$ cat config.mk
export PLATFORM = sky130hd
export DESIGN_NAME = mem_stage
export DESIGN_NICKNAME = d
export VERILOG_FILES = /design/src/rtl/mem_stage_pkg.sv /design/src/rtl/mem_stage_lsu_align.sv /design/src/rtl/mem_stage.sv
export SDC_FILE = /design/constraint.sdc
export NUM_CORES = 1
export LEC_CHECK = 0
export CAP_MARGIN = 20
export CELL_PAD_IN_SITES_DETAIL_PLACEMENT = 0
export CELL_PAD_IN_SITES_GLOBAL_PLACEMENT = 1
export CORE_UTILIZATION = 37
export DETAILED_ROUTE_END_ITERATION = 12
export GPL_TIMING_DRIVEN = 0
export PLACE_DENSITY = 0.95
export SETUP_SLACK_MARGIN = 0.1
export SYNTH_ARGS = -nofsm -noshare
export SYNTH_HDL_FRONTEND = slang
export SYNTH_SLANG_ARGS = --single-unit
$ cat constraint.sdc
create_clock -name clk_i -period 5.6 [get_ports clk_i]
set_input_delay 1.4 -clock clk_i [delete_from_list [all_inputs] [get_ports clk_i]]
set_output_delay 1.4 -clock clk_i [all_outputs]
set_load 0.005 [all_outputs]
$ cat src/rtl/mem_stage_pkg.sv
// Shared encodings for the memory stage: load/store funct3 values and FSM states.
package mem_stage_pkg;

  localparam logic [2:0] F3_LB  = 3'b000;
  localparam logic [2:0] F3_LH  = 3'b001;
  localparam logic [2:0] F3_LW  = 3'b010;
  localparam logic [2:0] F3_LBU = 3'b100;
  localparam logic [2:0] F3_LHU = 3'b101;
  localparam logic [2:0] F3_SB  = 3'b000;
  localparam logic [2:0] F3_SH  = 3'b001;
  localparam logic [2:0] F3_SW  = 3'b010;

  typedef enum logic [1:0] {
    ST_IDLE = 2'b00,
    ST_REQ  = 2'b01,
    ST_RESP = 2'b10
  } state_e;

endpackage

$ cat src/rtl/mem_stage_lsu_align.sv
// Byte-lane steering for the memory stage: store enables/replication, load
// extraction with sign/zero extension, and the access legality check.
module lsu_align
  import mem_stage_pkg::*;
(
  input  logic [2:0]  func3,
  input  logic [1:0]  addr_lo,
  input  logic        is_store,
  input  logic [31:0] store_data,
  input  logic [31:0] rdata,
  output logic [3:0]  be,
  output logic [31:0] wdata,
  output logic [31:0] load_data,
  output logic        legal
);

  logic [7:0]  byte_s;
  logic [15:0] half_s;
  logic        aligned_s;
  logic [31:0] rep_s;

  // Lane decode by access size, then extension by funct3.
  always_comb begin
    byte_s    = 8'h00;
    half_s    = 16'h0000;
    aligned_s = 1'b0;
    rep_s     = 32'h0000_0000;
    be        = 4'b0000;
    wdata     = 32'h0000_0000;
    load_data = 32'h0000_0000;
    legal     = 1'b0;

    case (addr_lo)
      2'b00:   byte_s = rdata[7:0];
      2'b01:   byte_s = rdata[15:8];
      2'b10:   byte_s = rdata[23:16];
      2'b11:   byte_s = rdata[31:24];
      default: byte_s = 8'h00;
    endcase
    half_s = addr_lo[1] ? rdata[31:16] : rdata[15:0];

    case (func3[1:0])
      2'b00: begin
        be        = 4'b0001 << addr_lo;
        aligned_s = 1'b1;
        rep_s     = {4{store_data[7:0]}};
      end
      2'b01: begin
        be        = addr_lo[1] ? 4'b1100 : 4'b0011;
        aligned_s = ~addr_lo[0];
        rep_s     = {2{store_data[15:0]}};
      end
      2'b10: begin
        be        = 4'b1111;
        aligned_s = (addr_lo == 2'b00);
        rep_s     = store_data;
      end
      default: begin
        be        = 4'b0000;
        aligned_s = 1'b0;
        rep_s     = 32'h0000_0000;
      end
    endcase

    if (is_store) begin
      legal = aligned_s & ((func3 == F3_SB) | (func3 == F3_SH) | (func3 == F3_SW));
      wdata = rep_s;
    end else begin
      legal = aligned_s & ((func3 == F3_LB) | (func3 == F3_LH) | (func3 == F3_LW) |
                           (func3 == F3_LBU) | (func3 == F3_LHU));
      wdata = 32'h0000_0000;
    end

    case (func3)
      F3_LB:   load_data = {{24{byte_s[7]}}, byte_s};
      F3_LH:   load_data = {{16{half_s[15]}}, half_s};
      F3_LW:   load_data = rdata;
      F3_LBU:  load_data = {24'h00_0000, byte_s};
      F3_LHU:  load_data = {16'h0000, half_s};
      default: load_data = 32'h0000_0000;
    endcase
  end

endmodule

$ cat src/rtl/mem_stage.sv
// Pipeline memory stage: ALU results pass through in one cycle; loads/stores
// run a req/gnt/rvalid transaction while stalling everything upstream.
module mem_stage
  import mem_stage_pkg::*;
#(
  parameter int XLEN = 32
) (
  input  logic            clk_i,
  input  logic            rst_ni,
  input  logic            valid_i,
  input  logic [4:0]      rd_addr_i,
  input  logic [XLEN-1:0] rd_data_i,
  input  logic            rd_we_i,
  input  logic            mem_re_i,
  input  logic            mem_we_i,
  input  logic [2:0]      mem_func3_i,
  input  logic [XLEN-1:0] store_data_i,
  output logic            stall_o,
  output logic            dmem_req_o,
  output logic            dmem_we_o,
  output logic [XLEN-1:0] dmem_addr_o,
  output logic [3:0]      dmem_be_o,
  output logic [XLEN-1:0] dmem_wdata_o,
  input  logic            dmem_gnt_i,
  input  logic            dmem_rvalid_i,
  input  logic [XLEN-1:0] dmem_rdata_i,
  output logic [4:0]      rd_addr_o,
  output logic [XLEN-1:0] rd_data_o,
  output logic            rd_we_o,
  output logic            misalign_o
);

  state_e            state_r, state_nxt_s;
  logic [XLEN-1:0]   cap_addr_r;
  logic [2:0]        cap_func3_r;
  logic [4:0]        cap_rd_addr_r;
  logic              cap_rd_we_r;
  logic              cap_store_r;
  logic [3:0]        cap_be_r;
  logic [XLEN-1:0]   cap_wdata_r;

  logic [4:0]        rd_addr_r, rd_addr_nxt_s;
  logic [XLEN-1:0]   rd_data_r, rd_data_nxt_s;
  logic              rd_we_r, rd_we_nxt_s;
  logic              misalign_r, misalign_nxt_s;

  logic              in_idle_s, memop_s, stall_s, capture_s, req_s;
  logic [2:0]        al_func3_s;
  logic [1:0]        al_addr_s;
  logic              al_store_s;
  logic [3:0]        al_be_s;
  logic [31:0]       al_wdata_s, al_load_s;
  logic              al_legal_s;

  // The aligner sees live inputs while idle (legality, lanes) and the
  // captured operation afterwards (load extraction).
  assign in_idle_s  = (state_r == ST_IDLE);
  assign memop_s    = mem_re_i | mem_we_i;
  assign al_func3_s = in_idle_s ? mem_func3_i    : cap_func3_r;
  assign al_addr_s  = in_idle_s ? rd_data_i[1:0] : cap_addr_r[1:0];
  assign al_store_s = in_idle_s ? mem_we_i       : cap_store_r;

  lsu_align u_lsu_align (
    .func3      (al_func3_s),
    .addr_lo    (al_addr_s),
    .is_store   (al_store_s),
    .store_data (store_data_i),
    .rdata      (dmem_rdata_i),
    .be         (al_be_s),
    .wdata      (al_wdata_s),
    .load_data  (al_load_s),
    .legal      (al_legal_s)
  );

  // Next-state, stall and next output values.
  always_comb begin
    state_nxt_s    = state_r;
    stall_s        = 1'b0;
    capture_s      = 1'b0;
    misalign_nxt_s = 1'b0;
    rd_addr_nxt_s  = rd_addr_r;
    rd_data_nxt_s  = rd_data_r;
    rd_we_nxt_s    = 1'b0;

    case (state_r)
      ST_IDLE: begin
        if (valid_i && memop_s) begin
          if (al_legal_s) begin
            state_nxt_s = ST_REQ;
            stall_s     = 1'b1;
            capture_s   = 1'b1;
          end else begin
            misalign_nxt_s = 1'b1;
          end
        end else if (valid_i) begin
          rd_addr_nxt_s = rd_addr_i;
          rd_data_nxt_s = rd_data_i;
          rd_we_nxt_s   = rd_we_i;
        end else begin
          rd_we_nxt_s = 1'b0;
        end
      end
      ST_REQ: begin
        if (dmem_gnt_i) begin
          if (cap_store_r) begin
            state_nxt_s = ST_IDLE;
            stall_s     = 1'b0;
          end else begin
            state_nxt_s = ST_RESP;
            stall_s     = 1'b1;
          end
        end else begin
          stall_s = 1'b1;
        end
      end
      ST_RESP: begin
        if (dmem_rvalid_i) begin
          state_nxt_s   = ST_IDLE;
          rd_addr_nxt_s = cap_rd_addr_r;
          rd_data_nxt_s = al_load_s;
          rd_we_nxt_s   = cap_rd_we_r;
        end else begin
          stall_s = 1'b1;
        end
      end
      default: begin
        state_nxt_s = ST_IDLE;
        stall_s     = 1'b0;
      end
    endcase
  end

  // FSM state register.
  always_ff @(posedge clk_i or negedge rst_ni) begin
    if (!rst_ni) begin
      state_r <= ST_IDLE;
    end else begin
      state_r <= state_nxt_s;
    end
  end

  // Captured operation; holds the bus request stable until granted.
  always_ff @(posedge clk_i or negedge rst_ni) begin
    if (!rst_ni) begin
      cap_addr_r    <= {XLEN{1'b0}};
      cap_func3_r   <= 3'b000;
      cap_rd_addr_r <= 5'd0;
      cap_rd_we_r   <= 1'b0;
      cap_store_r   <= 1'b0;
      cap_be_r      <= 4'b0000;
      cap_wdata_r   <= {XLEN{1'b0}};
    end else if (capture_s) begin
      cap_addr_r    <= rd_data_i;
      cap_func3_r   <= mem_func3_i;
      cap_rd_addr_r <= rd_addr_i;
      cap_rd_we_r   <= rd_we_i;
      cap_store_r   <= mem_we_i;
      cap_be_r      <= al_be_s;
      cap_wdata_r   <= al_wdata_s;
    end
  end

  // Writeback/forwarding and misalign output registers.
  always_ff @(posedge clk_i or negedge rst_ni) begin
    if (!rst_ni) begin
      rd_addr_r  <= 5'd0;
      rd_data_r  <= {XLEN{1'b0}};
      rd_we_r    <= 1'b0;
      misalign_r <= 1'b0;
    end else begin
      rd_addr_r  <= rd_addr_nxt_s;
      rd_data_r  <= rd_data_nxt_s;
      rd_we_r    <= rd_we_nxt_s;
      misalign_r <= misalign_nxt_s;
    end
  end

  assign req_s        = (state_r == ST_REQ);
  assign stall_o      = stall_s;
  assign dmem_req_o   = req_s;
  assign dmem_we_o    = req_s & cap_store_r;
  assign dmem_addr_o  = {cap_addr_r[XLEN-1:2], 2'b00};
  assign dmem_be_o    = cap_be_r;
  assign dmem_wdata_o = cap_wdata_r;
  assign rd_addr_o    = rd_addr_r;
  assign rd_data_o    = rd_data_r;
  assign rd_we_o      = rd_we_r;
  assign misalign_o   = misalign_r;

endmodule

### Word level (Yosys, flattened, before mapping)

Index checks and enable logic that the tools add are counted.

* register bits after elaboration: 119
* input bits: 112
* output and inout port bits: 110
* logic and storage cells: 87

* equal/unequal tests: 17
* shift operators: 1
* muxes and demuxes: 40
* bitwise gates (word level): 9
* reductions and logical operators: 8

Operator list (count)
* one-hot mux 32 bit (5 select lines): 1
* 2-to-1 mux 32 bit: 4
* one-hot mux 32 bit (3 select lines): 1
* one-hot mux 32 bit (2 select lines): 1
* one-hot mux 8 bit (4 select lines): 1
* 2-to-1 mux 16 bit: 1
* 2-to-1 mux 5 bit: 3
* 2-to-1 mux 1 bit: 14
* 2-to-1 mux 2 bit: 6
* one-hot mux 4 bit (3 select lines): 1
* one-hot mux 5 bit (2 select lines): 1
* == test 2 bit, second input constant: 4
* != test 2 bit, second input constant: 4
* AND reduction 4 bit: 2
* == test 2 x 1 -> 1 bit, second input constant: 3
* == test 3 bit, second input constant: 2
* logical NOT 2 bit: 3
* one-hot mux 1 bit (3 select lines): 2
* one-hot mux 2 bit (3 select lines): 1
* OR 1 bit: 5
* 2-to-1 mux 4 bit: 1
* != test 2 x 1 -> 1 bit, second input constant: 2
* << shifter 1 x 2 -> 4 bit, first input constant: 1
* AND 1 bit: 3
* 8 further kinds: 8

### Depth between registers and ports, before layout

Gate-level depths: netlist of the first run.

* word-level depth: 12
* gate-level depth with buffers: 10

### Cells and area by module

Synthesis of the first run repeated with hierarchy kept, for this count alone.

* cells, all modules: 581
* area, all modules: 6668.9 sq um

By module, submodules not included
* mem_stage: times used 1, cells each 355, area each 5104.9 sq um, seq. area each 2977.9 sq um
* lsu_align: times used 1, cells each 226, area each 1564.0 sq um, seq. area each 0.0 sq um

### Worst setup path before layout of the first run

No wires, ideal clock.

* path type: in2out
* start: input port mem_func3_i[0]
* end: output port stall_o
* arrival time: 2685 ps
* data required time: 4200 ps
* path slack: 1515 ps
* stages: 8
* path buffers: 4
* cell sequence: clkbuf_1 -> a221oi_1 -> o21ai_1 -> a21o_1 -> buf_6 -> buf_6 -> buf_2 -> o211ai_1

* cells in the longest elaborated chain, start to end: 11

RTL lines
* start, declared: RTL line mem_stage.sv:16 `input logic [2:0] mem_func3_i,`
* 2-to-1 mux 3 bit (*): RTL line mem_stage.sv:59 `assign al_func3_s = in_idle_s ? mem_func3_i : cap_func3_r;`
* == test 3 x 1 -> 1 bit or logical NOT 3 bit (tied branches): RTL line mem_stage_lsu_align.sv:66, mem_stage_lsu_align.sv:69
* OR 1 bit (2 in a row): RTL line mem_stage_lsu_align.sv:66, mem_stage_lsu_align.sv:69
* OR 1 bit: RTL line mem_stage_lsu_align.sv:69 `legal = aligned_s & ((func3 == F3_LB) | (func3 == F3_LH) | (func3 == F3_LW) |`
* OR 1 bit: RTL line mem_stage_lsu_align.sv:70 `(func3 == F3_LBU) | (func3 == F3_LHU));`
* AND 1 bit: RTL line mem_stage_lsu_align.sv:69
* 2-to-1 mux 1 bit (*): RTL line mem_stage_lsu_align.sv:65 `if (is_store) begin`
* 2-to-1 mux 1 bit (*): RTL line mem_stage.sv:88 `if (al_legal_s) begin`
* 2-to-1 mux 1 bit (*): RTL line mem_stage.sv:87 `if (valid_i && memop_s) begin`
* one-hot mux 1 bit (3 select lines) (*): RTL line mem_stage.sv:85 `case (state_r)`
* end, declared: RTL line mem_stage.sv:18 `output logic stall_o,`

Mark *: on every way between the ends. The rest lies on a longest branch, timed or not.

### Worst setup path after layout of the first run

* start: input port rd_data_i[0]
* end: output port stall_o

* cells in the longest elaborated chain, start to end: 8

RTL lines
* start, declared: RTL line mem_stage.sv:12 `input logic [XLEN-1:0] rd_data_i,`
* 2-to-1 mux 2 bit (*): RTL line mem_stage.sv:60 `assign al_addr_s = in_idle_s ? rd_data_i[1:0] : cap_addr_r[1:0];`
* logical NOT 2 bit or inverter 1 bit (tied branches): RTL line mem_stage_lsu_align.sv:55, mem_stage_lsu_align.sv:50
* one-hot mux 1 bit (3 select lines) (*): RTL line mem_stage_lsu_align.sv:42 `case (func3[1:0])`
* AND 1 bit (on tied branches): RTL line mem_stage_lsu_align.sv:69, mem_stage_lsu_align.sv:66
* 2-to-1 mux 1 bit (*): RTL line mem_stage_lsu_align.sv:65
* 2-to-1 mux 1 bit (*): RTL line mem_stage.sv:88
* 2-to-1 mux 1 bit (*): RTL line mem_stage.sv:87
* one-hot mux 1 bit (3 select lines) (*): RTL line mem_stage.sv:85

Marks and branches as above.

==> flow_summary.yaml, run 1 <==
route:
  wirelength_um: 22000
  drt_iter0_drc: 382
  vias: 5990
  drc: 0
  vias_per_cell: 5.35
  avgRoutedWirePerCell_um: 19.6
  firstDrtPassIters: 5
  detail-route-antenna-nets: 0
clock_network:
  cts_sinks: 119
  cts_max_path_buffers: 2
  clockRootBuffer: "clkbuf_16"
  path_clk_slew_ns: 0.06
  cts_buffers: 17
  cts_hold_buf: 0
  cts_resized: 0
  cts_tree: "built"
  h-tree-depth: 4
  clkLatencyLatePin_ns: 0.41
  post-cts-setup-buffer-count: 0
critical_path:
  required_ns: 4.20
  cp-end-kind: "output pin"
  cp-startpoint: "rd_data_i[0]"
  r2r_setup_slack_ns: 2.94
  start_kind: "input pin"
  timing.critical_path.to: "stall_o"
  r2r_start: "state_r[0]"
  r2r_end: "rd_data_o[7]"
  critical_path_class: "input pin to output pin"
  rr_worst_depth: 8
  arrival_ns: 3.96
  cp_max_fo: 10
grt:
  grt_max_degree: 63
  antenna_found_initial: 1
  grt_pass1_wl_um: 33700
  track_usage_pct: 24.6
  grt_pass1_vias: 5913
  grt_overflow: 0
cells_and_area:
  nNetsFinal: 993
  finalInstanceArea_um2: 9690
  final_cell_count_no_fill: 1119
  area.growth.synth_to_final_pct: 47.8
  antenna_cells: 0
  drive_above_1_share_pct: 18.5
  fillCellCount: 1569
synthesis:
  syn_area_um2: 6550
  synth-main-ff-cell: "dfrtp_1"
  synthTopCellsByArea: "dfrtp_1 45%, mux2_4 6.9%, a21oi_1 5.3%, nand2_1 4.9%, buf_4 3.9%"
  synth_edf_count: 0
  synthCells: 642
  synth_area_per_cell_um2: 10.2
  ys_types: 57
  yosys_warnings: 0
  synth_top_area_share_pct: 45.5
  ys_seq_area_share_pct: 45.5
  async_reset_ff_share_pct: 100
  yosys-top-cells-count: "119 x dfrtp_1, 85 x nand2_1, 69 x a21oi_1"
  yosysMostFrequentCell: "dfrtp_1"
  ys_seq_elements: 119
  yosys.area.top_type: "dfrtp_1"
place:
  dp_slack_ns: 0.271
  port_buffers: 218
  hpwlAfterDp_um: 16000
  dpl_cell_area_um2: 9050
  gp_congestion: 0.914
  dp.cells: 1087
floorplan:
  ios: 222
  rows: 48
  core_um2: 17300
  start_util_pct: 37.9
  die_area_um2: 18200
  dieWidth_um: 135
  fp.dieH_um: 135
power:
  vdd_ir_drop_max_uv: 286
  power_density_nw_per_um2: 578
  p_leak_nw: 4.09
timing:
  setup_violations: 0
  clock_skew_ns: 0.00888
  rsz0062_at_grt: "no"
  worst_pin_slew_ns: 0.881
  hold_slack_ns: 0.483
  fin_ws_ns: 0.242
  max_slew_margin_pct: 39.6
  fin_crit_sh_pct: 95.7
  hold_violations: 0
  final_max_slew_viol_count: 0
  period_needed_ns: 5.36
  max_freq_ghz: 0.187
job:
  maxCapViolations: 0
hold_path:
  hp-class: "flip-flop to flip-flop"
outcome:
  outcome: "finished, final reports clean"
final cells by class:
class | count | area, um^2 | share of cell area [%]
Inverter | 3 | 11.3 | 0.116
Buffer | 71 | 494 | 5.10
Clock buffer | 21 | 460 | 4.75
Multi-Input combinational cell | 450 | 3080 | 31.8
Tap cell | 225 | 282 | 2.91
Sequential cell | 119 | 2980 | 30.7
Timing Repair Buffer | 219 | 2210 | 22.8
Clock inverter | 11 | 171 | 1.77
per-stage QoR:
stage	total power, mW	TNS [ns]	utilization [%]
CTS	5.61	0	56.0
global placement	4.34	-218.39	52.1
floorplan	3.14	0	-
global route	5.93	0	56.0
finish	5.60	0	56.0
detailed placement	4.40	0	52.3
power breakdown:
group / total [mW] / internal, mW / leakage, nW / switching [mW]
clock network: 1.18 / 0.770 / 0.304 / 0.414
logic: 2.92 / 1.58 / 2.36 / 1.34
registers: 1.49 / 1.26 / 1.43 / 0.236
total: 5.60 / 3.60 / 4.09 / 1.99
kinds of logic (layout without fill, tap and decap cells):
group / count (synthesis) / in the layout / synth area share (%)
AOI/OAI and AO/OA: 218 / 218 / 22.7
and+or+nand+nor: 165 / 165 / 11.2
DFF: 119 / 119 / 45.5
buffers and inverters: 74 / 325 / 7.72
muxes: 63 / 63 / 12.6
xor gates and xnor gates: 2 / 2 / 0.267
other: 1 / 2 / 0.0572
worst min path at each step:
stage / startpoint / to / depth (start not counted)
after floorplan: cap_rd_we_r / rd_we_o / 2
after global placement: dmem_wdata_o[9] / dmem_wdata_o[9] / 2
after detailed placement: dmem_be_o[3] / dmem_be_o[3] / 1
after CTS: dmem_wdata_o[8] / dmem_wdata_o[8] / 2
after global routing: dmem_be_o[3] / dmem_be_o[3] / 1
final: dmem_wdata_o[5] / dmem_wdata_o[5] / 2
sequential cells by signal, indices dropped and copies added (netlist names):
register	count
dmem_be_o	4
cap_func3_r	3
rd_we_o	1
cap_addr_r	32
cap_rd_we_r	1
dmem_wdata_o	32
cap_store_r	1
state_r	2
misalign_o	1
rd_data_o	32
cap_rd_addr_r	5
rd_addr_o	5
placed cells by master (no fill, tap or decap), types with 3 or more instances in the layout:
| cell | count |
|---|---|
| a211oi_1 | 5 |
| a21o_1 | 4 |
| a21oi_1 | 69 |
| a21oi_2 | 11 |
| a221oi_1 | 10 |
| a22oi_1 | 23 |
| a31oi_1 | 6 |
| and2_1 | 3 |
| buf_2 | 14 |
| buf_4 | 34 |
| buf_6 | 12 |
| bufinv_16 | 4 |
| clkbuf_1 | 14 |
| clkbuf_16 | 17 |
| clkdlybuf4s50_1 | 217 |
| dfrtp_1 | 119 |
| inv_1 | 3 |
| mux2_1 | 7 |
| mux2_2 | 7 |
| mux2_4 | 30 |
| mux2i_1 | 16 |
| nand2_1 | 85 |
| nor2_1 | 51 |
| o21ai_0 | 24 |
| o21ai_1 | 19 |
| o22ai_1 | 8 |
| o22ai_2 | 10 |
| o31ai_1 | 17 |
| or3_1 | 7 |
worst max-delay path, cell delays in order:
cell	delay (ns)
clkdlybuf4s50_1	0.53
nor4_2	0.31
a21oi_1	0.11
o21bai_1	0.20
a21o_1	0.21
buf_6	0.16
buf_6	0.15
buf_2	0.21
o211ai_1	0.13
clkdlybuf4s50_1	0.55
metal layers:
layer / track usage (%) / part of all wire, % / up-vias
li1: - / - / 2774
met1: 33.3 / 44 / 2942
met2: 37.9 / 46 / 228
met3: 5.67 / 6.3 / 44
met4: 10.0 / 2.9 / 2
met5: 0 / 0.059 / -
No activity file was read; power rests on OpenSTA's default activity.
==> run 2, diff against run 1 <==
--- a/config.mk
+++ b/config.mk
@@ -5,7 +5,7 @@
 export SDC_FILE = /design/constraint.sdc
 export NUM_CORES = 1
 export LEC_CHECK = 0
-export CAP_MARGIN = 20
+export CAP_MARGIN = 40
 export CELL_PAD_IN_SITES_DETAIL_PLACEMENT = 0
 export CELL_PAD_IN_SITES_GLOBAL_PLACEMENT = 1
 export CORE_UTILIZATION = 37
==> results of run 2 <==
No change in the layout: final DEF, timing and power equal those of run 1.
==> run 3, diff against run 2 <==
--- a/config.mk
+++ b/config.mk
@@ -9,6 +9,7 @@
 export CELL_PAD_IN_SITES_DETAIL_PLACEMENT = 0
 export CELL_PAD_IN_SITES_GLOBAL_PLACEMENT = 1
 export CORE_UTILIZATION = 37
+export CTS_CLUSTER_DIAMETER = 150
 export DETAILED_ROUTE_END_ITERATION = 12
 export GPL_TIMING_DRIVEN = 0
 export PLACE_DENSITY = 0.95
==> results of run 3 <==
No change in the layout: final DEF, timing and power equal those of run 1.
